[src/rtl/tx_block_sequencer.sv]
// tx_block_sequencer
// Turns the MAC-side 8-byte frame stream into START / DATA / END / IDLE block
// requests for the 64B/66B encoder. It advances one block per gearbox enable,
// enforces an IDLE gap after every frame, and aborts a frame with END0 when the
// source underruns or presents an illegal byte mask.
//
// Ports
//   clk, reset            core clock, asynchronous active-high reset
//   en                    gearbox block-enable (one block consumed per en=1)
//   s_data/s_keep/s_last/s_valid/s_ready
//                         MAC beat stream; a beat is taken on s_valid && s_ready
//   enc_en                encoder enable (follows en)
//   enc_data              encoder data_in (combinational)
//   enc_valid_bytes       encoder valid_bytes (combinational)
//   err_underrun          registered one-cycle pulse, the cycle after a mid-frame s_valid drop
//   err_keep              registered one-cycle pulse, the cycle after an illegal s_keep
//   frames_sent           count of cleanly ended frames, wraps
module tx_block_sequencer #(
  parameter int unsigned IPG_BLOCKS = 1,
  parameter int unsigned CNT_W      = 32
) (
  input  logic             clk,
  input  logic             reset,
  input  logic             en,
  input  logic [63:0]      s_data,
  input  logic [7:0]       s_keep,
  input  logic             s_last,
  input  logic             s_valid,
  output logic             s_ready,
  output logic             enc_en,
  output logic [63:0]      enc_data,
  output logic [7:0]       enc_valid_bytes,
  output logic             err_underrun,
  output logic             err_keep,
  output logic [CNT_W-1:0] frames_sent
);

  localparam int unsigned DATA_W = 64;
  localparam int unsigned KEEP_W = 8;
  localparam int unsigned IPG_W  = 4;

  localparam logic [DATA_W-1:0] START_DATA = 64'hD555_5555_5555_5500;
  localparam logic [KEEP_W-1:0] START_VB   = 8'hFE;
  localparam logic [KEEP_W-1:0] KEEP_FULL  = 8'hFF;

  typedef enum logic [2:0] {
    ST_IDLE  = 3'd0,
    ST_DATA  = 3'd1,
    ST_TERM  = 3'd2,
    ST_DRAIN = 3'd3,
    ST_IPG   = 3'd4
  } state_t;

  state_t             r_state;
  state_t             w_state_nxt;
  logic [IPG_W-1:0]   r_ipg_cnt;
  logic [CNT_W-1:0]   r_frames_sent;
  logic               r_err_underrun;
  logic               r_err_keep;

  logic               w_keep_legal;
  logic [DATA_W-1:0]  w_masked_data;
  logic               w_frame_done;
  logic               w_underrun;
  logic               w_bad_keep;

  // Full beat, or a contiguous low mask (including 0x00) on the last beat.
  assign w_keep_legal = (s_keep == KEEP_FULL) ||
                        (s_last && ((s_keep & (s_keep + KEEP_W'(1))) == KEEP_W'(0)));

  // Zero every byte lane whose keep bit is clear.
  always_comb begin
    w_masked_data = '0;
    for (int i = 0; i < int'(KEEP_W); i++) begin
      w_masked_data[i*8 +: 8] = s_keep[i] ? s_data[i*8 +: 8] : 8'h00;
    end
  end

  // State register.
  always_ff @(posedge clk or posedge reset) begin
    if (reset) begin
      r_state <= ST_IPG;
    end else begin
      r_state <= w_state_nxt;
    end
  end

  // Next-state and event decode.
  always_comb begin
    w_state_nxt  = r_state;
    w_frame_done = 1'b0;
    w_underrun   = 1'b0;
    w_bad_keep   = 1'b0;
    case (r_state)
      ST_IDLE: begin
        if (en && s_valid) begin
          w_state_nxt = ST_DATA;
        end
      end
      ST_DATA: begin
        if (en) begin
          if (!s_valid) begin
            w_underrun  = 1'b1;
            w_state_nxt = ST_DRAIN;
          end else if (!w_keep_legal) begin
            w_bad_keep  = 1'b1;
            w_state_nxt = s_last ? ST_IPG : ST_DRAIN;
          end else if (!s_last) begin
            w_state_nxt = ST_DATA;
          end else if (s_keep == KEEP_FULL) begin
            w_state_nxt = ST_TERM;
          end else begin
            w_frame_done = 1'b1;
            w_state_nxt  = ST_IPG;
          end
        end
      end
      ST_TERM: begin
        if (en) begin
          w_frame_done = 1'b1;
          w_state_nxt  = ST_IPG;
        end
      end
      ST_DRAIN: begin
        // s_ready is held high here even without en, so a last beat taken
        // while en=0 must still close the drain or the next frame is lost.
        if (s_valid && s_last) begin
          w_state_nxt = ST_IPG;
        end
      end
      ST_IPG: begin
        if (en && (r_ipg_cnt <= IPG_W'(1))) begin
          w_state_nxt = ST_IDLE;
        end
      end
      default: begin
        w_state_nxt = ST_IPG;
      end
    endcase
  end

  // Block/handshake outputs; anything not overridden is an IDLE/END0 block.
  always_comb begin
    enc_data        = '0;
    enc_valid_bytes = '0;
    s_ready         = 1'b0;
    case (r_state)
      ST_IDLE: begin
        if (s_valid) begin
          enc_data        = START_DATA;
          enc_valid_bytes = START_VB;
        end
      end
      ST_DATA: begin
        s_ready = en;
        if (s_valid && w_keep_legal) begin
          enc_data        = w_masked_data;
          enc_valid_bytes = s_keep;
        end
      end
      ST_DRAIN: begin
        s_ready = 1'b1;
      end
      default: begin
        s_ready = 1'b0;
      end
    endcase
  end

  // Gap counter reloads whenever outside IPG, so every IPG entry starts full.
  always_ff @(posedge clk or posedge reset) begin
    if (reset) begin
      r_ipg_cnt <= IPG_W'(IPG_BLOCKS);
    end else if (r_state != ST_IPG) begin
      r_ipg_cnt <= IPG_W'(IPG_BLOCKS);
    end else if (en) begin
      r_ipg_cnt <= r_ipg_cnt - IPG_W'(1);
    end
  end

  // Frame counter and error pulses.
  always_ff @(posedge clk or posedge reset) begin
    if (reset) begin
      r_frames_sent  <= '0;
      r_err_underrun <= 1'b0;
      r_err_keep     <= 1'b0;
    end else begin
      if (w_frame_done) begin
        r_frames_sent <= r_frames_sent + CNT_W'(1);
      end
      r_err_underrun <= w_underrun;
      r_err_keep     <= w_bad_keep;
    end
  end

  assign enc_en       = en;
  assign frames_sent  = r_frames_sent;
  assign err_underrun = r_err_underrun;
  assign err_keep     = r_err_keep;

endmodule

[config.mk]
export PLATFORM = sky130hd
export DESIGN_NAME = tx_block_sequencer
export DESIGN_NICKNAME = d
export VERILOG_FILES = /design/src/rtl/tx_block_sequencer.sv
export SDC_FILE = /design/constraint.sdc
export NUM_CORES = 1
export LEC_CHECK = 0
export CAP_MARGIN = 20
export CORE_MARGIN = 4
export CORE_UTILIZATION = 35
export DETAILED_ROUTE_END_ITERATION = 12
export PLACE_DENSITY = 0.79
export SLEW_MARGIN = 20
export SYNTH_ARGS = -nofsm -noshare
export SYNTH_HDL_FRONTEND = slang
export SYNTH_SLANG_ARGS = --single-unit
[constraint.sdc]
create_clock -name clk -period 2.5 [get_ports clk]
set_input_delay 0.375 -clock clk [delete_from_list [all_inputs] [get_ports clk]]
set_output_delay 0.375 -clock clk [all_outputs]
set_load 0.01 [all_outputs]
After elaboration in Yosys (flattened, before gate mapping)
Index checks and enable logic that the tools add are counted.
{"block": "classes", "bitwise": 1, "n_mux": 42, "n_eq_ne": 11, "add_sub_neg": 3, "magnitude_cmp": 1, "reduce_logical": 10}
{"op": "$mux 64", "count": 2}
{"op": "$pmux 64 s2", "count": 1}
{"op": "$mux 8", "count": 10}
{"op": "$add 32x1->32 const B", "count": 1}
{"op": "$mux 3", "count": 10}
{"op": "$pmux 8 s2", "count": 1}
{"op": "$pmux 3 s5", "count": 1}
{"op": "$mux 1", "count": 13}
{"op": "$ne 2x2->1 const B", "count": 5}
{"op": "$add 8x1->8 const B", "count": 1}
{"op": "$and 8x8->8", "count": 1}
{"op": "$eq 8x8->1 const B", "count": 1}
{"op": "$logic_not 8->1", "count": 1}
{"op": "$mux 4", "count": 2}
{"op": "$eq 3x2->1 const B", "count": 2}
{"op": "$logic_and 1x1->1", "count": 5}
{"op": "$reduce_and 5->1", "count": 1}
{"op": "$le 4x1->1 const B", "count": 1}
{"op": "$pmux 1 s2", "count": 2}
{"op": "$sub 4x1->4 const B", "count": 1}
{"op": "$eq 3x1->1 const B", "count": 1}
{"op": "$eq 3x3->1 const B", "count": 1}
{"op": "$logic_not 3->1", "count": 1}
{"op": "$ne 3x3->1 const B", "count": 1}
{"op": "other kinds (2)", "count": 2}
{"block": "totals", "out_inout_bits": 108, "in_bits": 77, "word_cells": 73, "regBits": 41}

Depth between registers and ports, before layout
Gate-level depths: netlist of run 1.
{"block": "logic_depth", "word_depth": 9, "ltp_mapped": 9}

Least setup slack after synthesis of run 1
OpenSTA, ideal clock, no wires.
{"block": "synth_timing", "kind": "input to output", "from": "input s_keep[5]", "to": "output enc_data[0]", "arrival_time_ns": 1.696, "cell_stages": 7, "path_buffers": 3, "setup_slack_ns": 0.429, "path_cell_list": "buf_6 > nor4b_2 > a31oi_1 > a211oi_2 > buf_4 > clkbuf_1 > and3_1"}
{"block": "synth_between", "elab_chain_len": 8}
{"item": "start: declaration", "line_no": "26", "source": "input logic [7:0] s_keep,"}
{"item": "$add 8x1->8", "line_no": "69", "source": "(s_last && ((s_keep & (s_keep + KEEP_W'(1))) == KEEP_W'(0)));"}
{"item": "$and 8x8->8", "line_no": "69"}
{"item": "$logic_not 8->1", "line_no": "69"}
{"item": "$logic_and 1x1->1", "line_no": "69"}
{"item": "$logic_or 1x1->1 (*)", "line_no": "68", "source": "assign w_keep_legal = (s_keep == KEEP_FULL) ||"}
{"item": "$logic_and 1x1->1 (*)", "line_no": "156", "source": "if (s_valid && w_keep_legal) begin"}
{"item": "$mux 64 (*)", "line_no": "156"}
{"item": "$pmux 64 s2 (*)", "line_no": "147", "source": "case (r_state)"}
{"item": "end: declaration", "line_no": "31", "source": "output logic [63:0] enc_data,"}
Mark *: on every way between the ends. The rest lies on a longest branch, timed or not.

Final worst setup path of run 1
{"block": "layout_timing", "from": "input s_keep[1]", "to": "output enc_data[18]"}
The elaborated chain is that of the path after synthesis.

==> key figures, run 1 <==
STA
  – # setup viols final: 0
  – Slack of the critical path: 0.0600 ns
  – Max Freq: 0.410 GHz
  – Max-slew headroom at the worst pin: 61.7%
  – Worst slew pin tran: 0.575 ns
  – Final hold violation count: 0
  – Final slew viol count: 0
  – Time the worst path needs with I/O delays and setup: 2.44 ns
  – Share of the clock period used by the worst path after layout: 97.6%
  – Worst hold slack: 0.495 ns
  – Final setup skew: 0.00903 ns

Drt
  – Final wirelength: 11400 microns
  – Via count normalized by instance count: 5.24
  – DRC violations left: 0
  – Detailed Route Iter0 Violations: 214
  – Count of TritonRoute iterations in the first routing pass: 4
  – Wire length per cell after detailed routing: 19.0 microns
  – Count of nets left with antenna violations after detail routing: 0
  – Routed vias: 3148

Floorplan
  – Std cell rows: 32
  – Width of the die: 96.6 microns
  – Starting Density: 35.8%
  – Count of boundary I/O pins: 185
  – Die extent in y: 96.6 microns
  – Placeable core region: 7690 sq um
  – Area enclosed by the die boundary: 9340 sq um

Synth
  – Mapped Area: 2750 sq um
  – Register bit count reported by yosys: 41
  – Mean instance size in the synthesized netlist: 9.35 sq um
  – Post-synthesis instance total: 294
  – Proportion of synthesized chip area in sequential cells: 37.4%
  – Post-synthesis async set-or-reset flop share: 100%
  – Synth top area cells: sky130_fd_sc_hd__dfrtp_1 (36%), sky130_fd_sc_hd__and3_1 (11%), sky130_fd_sc_hd__a31o_2 (9.6%)
  – Mapped Nets: 375
  – Top_reg_cell synth: sky130_fd_sc_hd__dfrtp_1
  – Post-synth EDFFs: 0
  – Synth unique cells: 41
  – Top cell type by total area after synthesis: sky130_fd_sc_hd__dfrtp_1
  – Count of yosys warnings during synthesis: 0
  – Yosys top cell area share: 35.5%

Setup path
  – Reg-to-reg slack, setup: 0.37 ns
  – End point of the critical path: enc_data[18]
  – Critical register-to-register path endpoint: frames_sent[31]
  – Worst Reg-to-Reg Cells: 10
  – Crit path DAT: 2.07 ns
  – Reg2reg start: r_state[2]
  – Worst setup EP type: output pin
  – Critical Path Source Type: primary input
  – Critical path startpoint: s_keep[1]
  – Required time of the critical path: 2.12 ns
  – Startpoint-to-endpoint class of the critical path: in -> out
  – Highest net fanout along the worst path: 13

Power
  – Power per cell area: 511 nW/um^2
  – Leak: 2.41 nW
  – Worst vdd ir: 0.334 mV
  – Power Total: 2.59 mW

Global routing
  – Wire length of the first global-routing pass: 17700 microns
  – Maximum number of pins on one net before global-route repair: 42
  – Vias in the first global route: 3182
  – Overall routing resource usage: 23.6%
  – Final global-route overflow total: 0
  – Antenna violations before repair: 1

Final layout
  – Final Util: 66.0%
  – Proportion of layout cells with a drive suffix above 1: 24.3%
  – Count of non-filler cells in the finished layout: 601
  – Most frequent cells in the layout: sky130_fd_sc_hd__clkdlybuf4s50_1 (103), sky130_fd_sc_hd__and3_1 (49), sky130_fd_sc_hd__dfrtp_1 (39)
  – NumNets Final: 579
  – Synth-to-layout area growth: 84.4%
  – Leading cell type in the layout, fill and taps excluded: sky130_fd_sc_hd__clkdlybuf4s50_1

Clock tree
  – Clock tree sinks: 41
  – Clock latency on the worst-skew pair: 0.29 ns
  – Maximum buffer depth of the clock tree: 2
  – CTS tree: yes
  – Cts bufs inserted: 5
  – Cell chosen for the clock root: sky130_fd_sc_hd__clkbuf_8
  – Total of hold buffers inserted after clock tree synthesis: 0
  – Maximum level of the CTS H-tree: 2
  – Post-CTS clock slew at the launch and capture registers of the worst setup and hold paths: 0.08 ns

Status
  – Outcome: completed

Hold path
  – Worst hold path type: reg -> reg

Placed design
  – Count of buffers inserted at the top-level ports: 184
  – Detail Placement HPWL: 8870 microns
  – Number of placed instances with taps included: 585
  – Dpl ws: -0.585 ns
  – Final RePlAce weighted congestion: 0.990

Job
  – Max-cap check violation count: 0
## worst max-delay path, cell delays in order
cell	delay (ns)
sky130_fd_sc_hd__dlygate4sd2_1	0.30
sky130_fd_sc_hd__buf_4	0.15
sky130_fd_sc_hd__o211ai_1	0.07
sky130_fd_sc_hd__buf_4	0.15
sky130_fd_sc_hd__a211oi_4	0.25
sky130_fd_sc_hd__buf_6	0.16
sky130_fd_sc_hd__buf_12	0.10
sky130_fd_sc_hd__buf_16	0.12
sky130_fd_sc_hd__a31o_2	0.16
sky130_fd_sc_hd__clkdlybuf4s15_2	0.23
## routing by layer
metal | up-vias | GRT usage (%) | wire [microns]
met5 | - | 0 | 0
met4 | 0 | 6.70 | 323
met3 | 22 | 4.83 | 653
met2 | 128 | 42.5 | 5850
met1 | 1515 | 28.2 | 4610
li1 | 1483 | - | -
## synthesized netlist by cell type, types with 3 or more instances
| library cell | number |
|---|---|
| sky130_fd_sc_hd__nand3_1 | 21 |
| sky130_fd_sc_hd__a31o_2 | 30 |
| sky130_fd_sc_hd__xor2_1 | 6 |
| sky130_fd_sc_hd__ha_1 | 4 |
| sky130_fd_sc_hd__and3_1 | 49 |
| sky130_fd_sc_hd__nor2_1 | 11 |
| sky130_fd_sc_hd__dfrtp_1 | 39 |
| sky130_fd_sc_hd__a21o_1 | 7 |
| sky130_fd_sc_hd__nand4_1 | 11 |
| sky130_fd_sc_hd__clkbuf_1 | 15 |
| sky130_fd_sc_hd__xnor2_1 | 28 |
| sky130_fd_sc_hd__nor3_1 | 6 |
| sky130_fd_sc_hd__and2_1 | 3 |
| sky130_fd_sc_hd__nor2b_1 | 5 |
| sky130_fd_sc_hd__inv_1 | 7 |
| sky130_fd_sc_hd__buf_2 | 6 |
| sky130_fd_sc_hd__nand2_1 | 10 |
## kinds of logic after synthesis
logic type	Yosys count	share of synthesized area, %
AOI/OAI and AO/OA	51	15.6
xor gates and xnor gates	34	10.8
adders and majority gates	4	1.82
buffers and inverters	34	5.87
DFF	41	37.4
muxes	3	1.23
and+or+nand+nor	127	27.3
## where the power goes
group          internal (mW)  total (mW)  switching, mW
logic                  0.690        1.29          0.602
registers              0.728       0.782         0.0535
clock network          0.290       0.517          0.227
## registers in the layout, summed over array words and instances (netlist names)
signal	count
err_keep	1
err_underrun	1
r_ipg_cnt	4
frames_sent	32
r_state	3
## how the worst min path moves through the flow
stage / start / slack (ns) / to / cells past startpoint
2_1_floorplan: r_ipg_cnt[2] / 0.50 / r_ipg_cnt[2] / 2
3_3_place_gp: frames_sent[31] / 0.47 / frames_sent[31] / 1
3_5_place_dp: frames_sent[31] / 0.48 / frames_sent[31] / 1
4_1_cts: frames_sent[17] / 0.50 / frames_sent[17] / 1
5_1_grt: frames_sent[25] / 0.52 / frames_sent[25] / 1
6_report: frames_sent[25] / 0.50 / frames_sent[25] / 1
## metrics by stage
stage | TNS, ns | cell area [sq um]
after floorplan | 0 | 2750
after global placement | -35.20 | 4860
after detailed placement | -43.82 | 4860
after CTS | -0.0731 | 5060
after global routing | -0.241 | 5070
final | 0 | 5070
## final cells by class
| type | count | area (sq um) |
|---|---|---|
| Sequential cell | 41 | 1030 |
| Clock inverter | 2 | 35.0 |
| Inverter | 7 | 26.3 |
| Multi-Input combinational cell | 219 | 1600 |
| Tap cell | 102 | 128 |
| Timing Repair Buffer | 224 | 2180 |
| Clock buffer | 5 | 68.8 |
| Fill cell | 640 | 2620 |
| Antenna cell | 1 | 2.50 |
## what timing repair did
action	in CTS	in global routing
pin swaps	3	4
endpoints found under the setup margin	72	72
gates cloned	2	0
resized for setup	183	14
buffers inserted	5	1
endpoints found under the hold margin	0	0
(Power assumes the default switching activity.)
==> inputs of run 2 (changes only) <==
--- a/config.mk
+++ b/config.mk
@@ -7,9 +7,10 @@
 export LEC_CHECK = 0
 export CAP_MARGIN = 20
 export CORE_MARGIN = 4
-export CORE_UTILIZATION = 35
+export CORE_UTILIZATION = 36
+export CTS_CLUSTER_DIAMETER = 40
 export DETAILED_ROUTE_END_ITERATION = 12
-export PLACE_DENSITY = 0.79
+export PLACE_DENSITY = 0.81
 export SLEW_MARGIN = 20
 export SYNTH_ARGS = -nofsm -noshare
 export SYNTH_HDL_FRONTEND = slang
==> key figures, run 2 (same netlist as run 1, synthesis figures left out) <==
Status
  – Outcome: completed

Floorplan
  – Placeable core region: 7330 sq um
  – Starting Density: 37.5%
  – Width of the die: 95.4 microns
  – Count of boundary I/O pins: 185
  – Die extent in y: 95.4 microns
  – Std cell rows: 31
  – Area enclosed by the die boundary: 9100 sq um

Final layout
  – Leading cell type in the layout, fill and taps excluded: sky130_fd_sc_hd__clkdlybuf4s50_1
  – Proportion of layout cells with a drive suffix above 1: 30.5%
  – Final design instance area without fill: 4820 sq um
  – Fillcell total: 633
  – Most frequent cells in the layout: sky130_fd_sc_hd__clkdlybuf4s50_1 (103), sky130_fd_sc_hd__and3_1 (49), sky130_fd_sc_hd__clkbuf_2 (43)
  – NumNets Final: 579
  – Synth-to-layout area growth: 75.5%
  – Max FFs per register: 32
  – Register area: 1030 sq um
  – Area of combinational cells with multiple inputs: 1600 sq um

Placed design
  – Detail Placement HPWL: 8770 microns
  – Cell area after placement: 4870 sq um
  – Final RePlAce weighted congestion: 0.852
  – Count of buffers inserted at the top-level ports: 184

Drt
  – DRC violations left: 0
  – Count of nets left with antenna violations after detail routing: 0
  – Detailed Route Iter0 Violations: 105
  – Final wirelength: 11500 microns
  – Routed vias: 3182
  – Via count normalized by instance count: 5.30
  – Wire length per cell after detailed routing: 19.2 microns
  – Count of TritonRoute iterations in the first routing pass: 4

Clock tree
  – Cell chosen for the clock root: sky130_fd_sc_hd__clkbuf_8
  – Cts bufs inserted: 5
  – Post-CTS clock slew at the launch and capture registers of the worst setup and hold paths: 0.08 ns
  – Clock tree sinks: 41
  – Maximum level of the CTS H-tree: 2
  – CTS tree: yes
  – Maximum buffer depth of the clock tree: 2
  – Total of hold buffers inserted after clock tree synthesis: 0
  – Clock latency on the worst-skew pair: 0.30 ns

STA
  – Max Freq: 0.409 GHz
  – # setup viols final: 0
  – Final slew viol count: 0
  – Final setup skew: 0.00407 ns
  – Worst hold slack: 0.475 ns
  – Share of the clock period used by the worst path after layout: 97.8%
  – Time the worst path needs with I/O delays and setup: 2.44 ns
  – Max-slew headroom at the worst pin: 61.6%
  – Final total negative setup slack: 0 ns
  – Final hold violation count: 0
  – Worst slew pin tran: 0.576 ns

Setup path
  – Crit path DAT: 2.07 ns
  – Worst setup EP type: output pin
  – Critical Path Source Type: primary input
  – Startpoint-to-endpoint class of the critical path: in -> out
  – Required time of the critical path: 2.12 ns
  – Highest net fanout along the worst path: 21

Global routing
  – Vias in the first global route: 3237
  – Antenna violations before repair: 2
  – Wire length of the first global-routing pass: 17000 microns
  – Final global-route overflow total: 0
  – Overall routing resource usage: 24.4%
  – Maximum number of pins on one net before global-route repair: 42

Power
  – Power per cell area: 533 nW/um^2
  – Worst vdd ir: 0.296 mV
  – Leak: 2.44 nW
  – Power Total: 2.57 mW

Hold path
  – Worst hold path type: reg -> reg

Job
  – Max-cap check violation count: 0
## run 2: cell types whose count changed in the layout (fill, tap and decap cells not counted), sizes merged
cell / before / now
buf: 50 / 57
clkdlybuf4s15: 50 / 1
clkinv: 1 / 0
diode: 1 / 2
clkbuf: 9 / 50
dlygate4sd2: 16 / 18
bufbuf: 0 / 1
## run 2: path summary, 6_finish.rpt
check	cells past startpoint	slack [ns]	startpoint	endpoint
worst max-delay path	7	0.06	s_valid	enc_data[41]
worst min-delay path	1	0.48	frames_sent[31]	frames_sent[31]
worst max register to register	9	0.44	r_state[2]	frames_sent[11]
worst min register to register	1	0.48	frames_sent[31]	frames_sent[31]
max in group asynchronous	3	1.64	reset	r_state[2]
min in group asynchronous	3	0.50	reset	frames_sent[9]
## run 2: per-layer routing
layer,GRT usage [%],vias to the layer above,routed length (microns)
met3,6.39,25,1030
met1,25.9,1545,4230
met5,0,-,0
met2,45.0,132,5820
met4,11.0,0,422
li1,-,1480,-
## run 2: final cells by class
| cell class | instances | area share (%) |
|---|---|---|
| repair buffers | 224 | 39.9 |
| multi-input cells | 219 | 33.1 |
| flip-flops and latches | 41 | 21.3 |
| well taps | 99 | 2.57 |
| clock buffers | 7 | 1.79 |
| clock inverters | 1 | 0.622 |
| inverters | 7 | 0.545 |
| diodes | 2 | 0.104 |
## run 2: critical path, cell delays in order
cell	delay, ns
sky130_fd_sc_hd__clkdlybuf4s50_1	0.49
sky130_fd_sc_hd__nand3_2	0.13
sky130_fd_sc_hd__a211oi_4	0.33
sky130_fd_sc_hd__buf_6	0.16
sky130_fd_sc_hd__buf_12	0.13
sky130_fd_sc_hd__and3_1	0.18
sky130_fd_sc_hd__clkdlybuf4s15_1	0.27
## run 2: where the power goes
group,internal (mW),total (mW),switching (mW)
clock,0.326,0.563,0.238
combinational,0.638,1.23,0.587
sequential,0.728,0.785,0.0569
## run 2: timing repair
| action | 4_1_cts | 5_1_grt |
|---|---|---|
| cloned | 2 | 0 |
| setup buffers | 5 | 1 |
| setup endpoints to repair | 72 | 72 |
| gates resized for setup | 149 | 85 |
| pin swaps | 4 | 3 |
## run 2: per-stage QoR
| stage | setup slack (ns) | util (%) | cells |
|---|---|---|---|
| 4_1_cts | 0.00281 | 67.9 | 597 |
| 3_3_place_gp | -0.616 | 66.5 | 582 |
| 2_1_floorplan | 0.429 | - | 294 |
| 6_report | 0.0557 | 65.8 | 600 |
| 3_5_place_dp | -0.686 | 66.5 | 582 |
| 5_1_grt | -0.0219 | 65.8 | 600 |
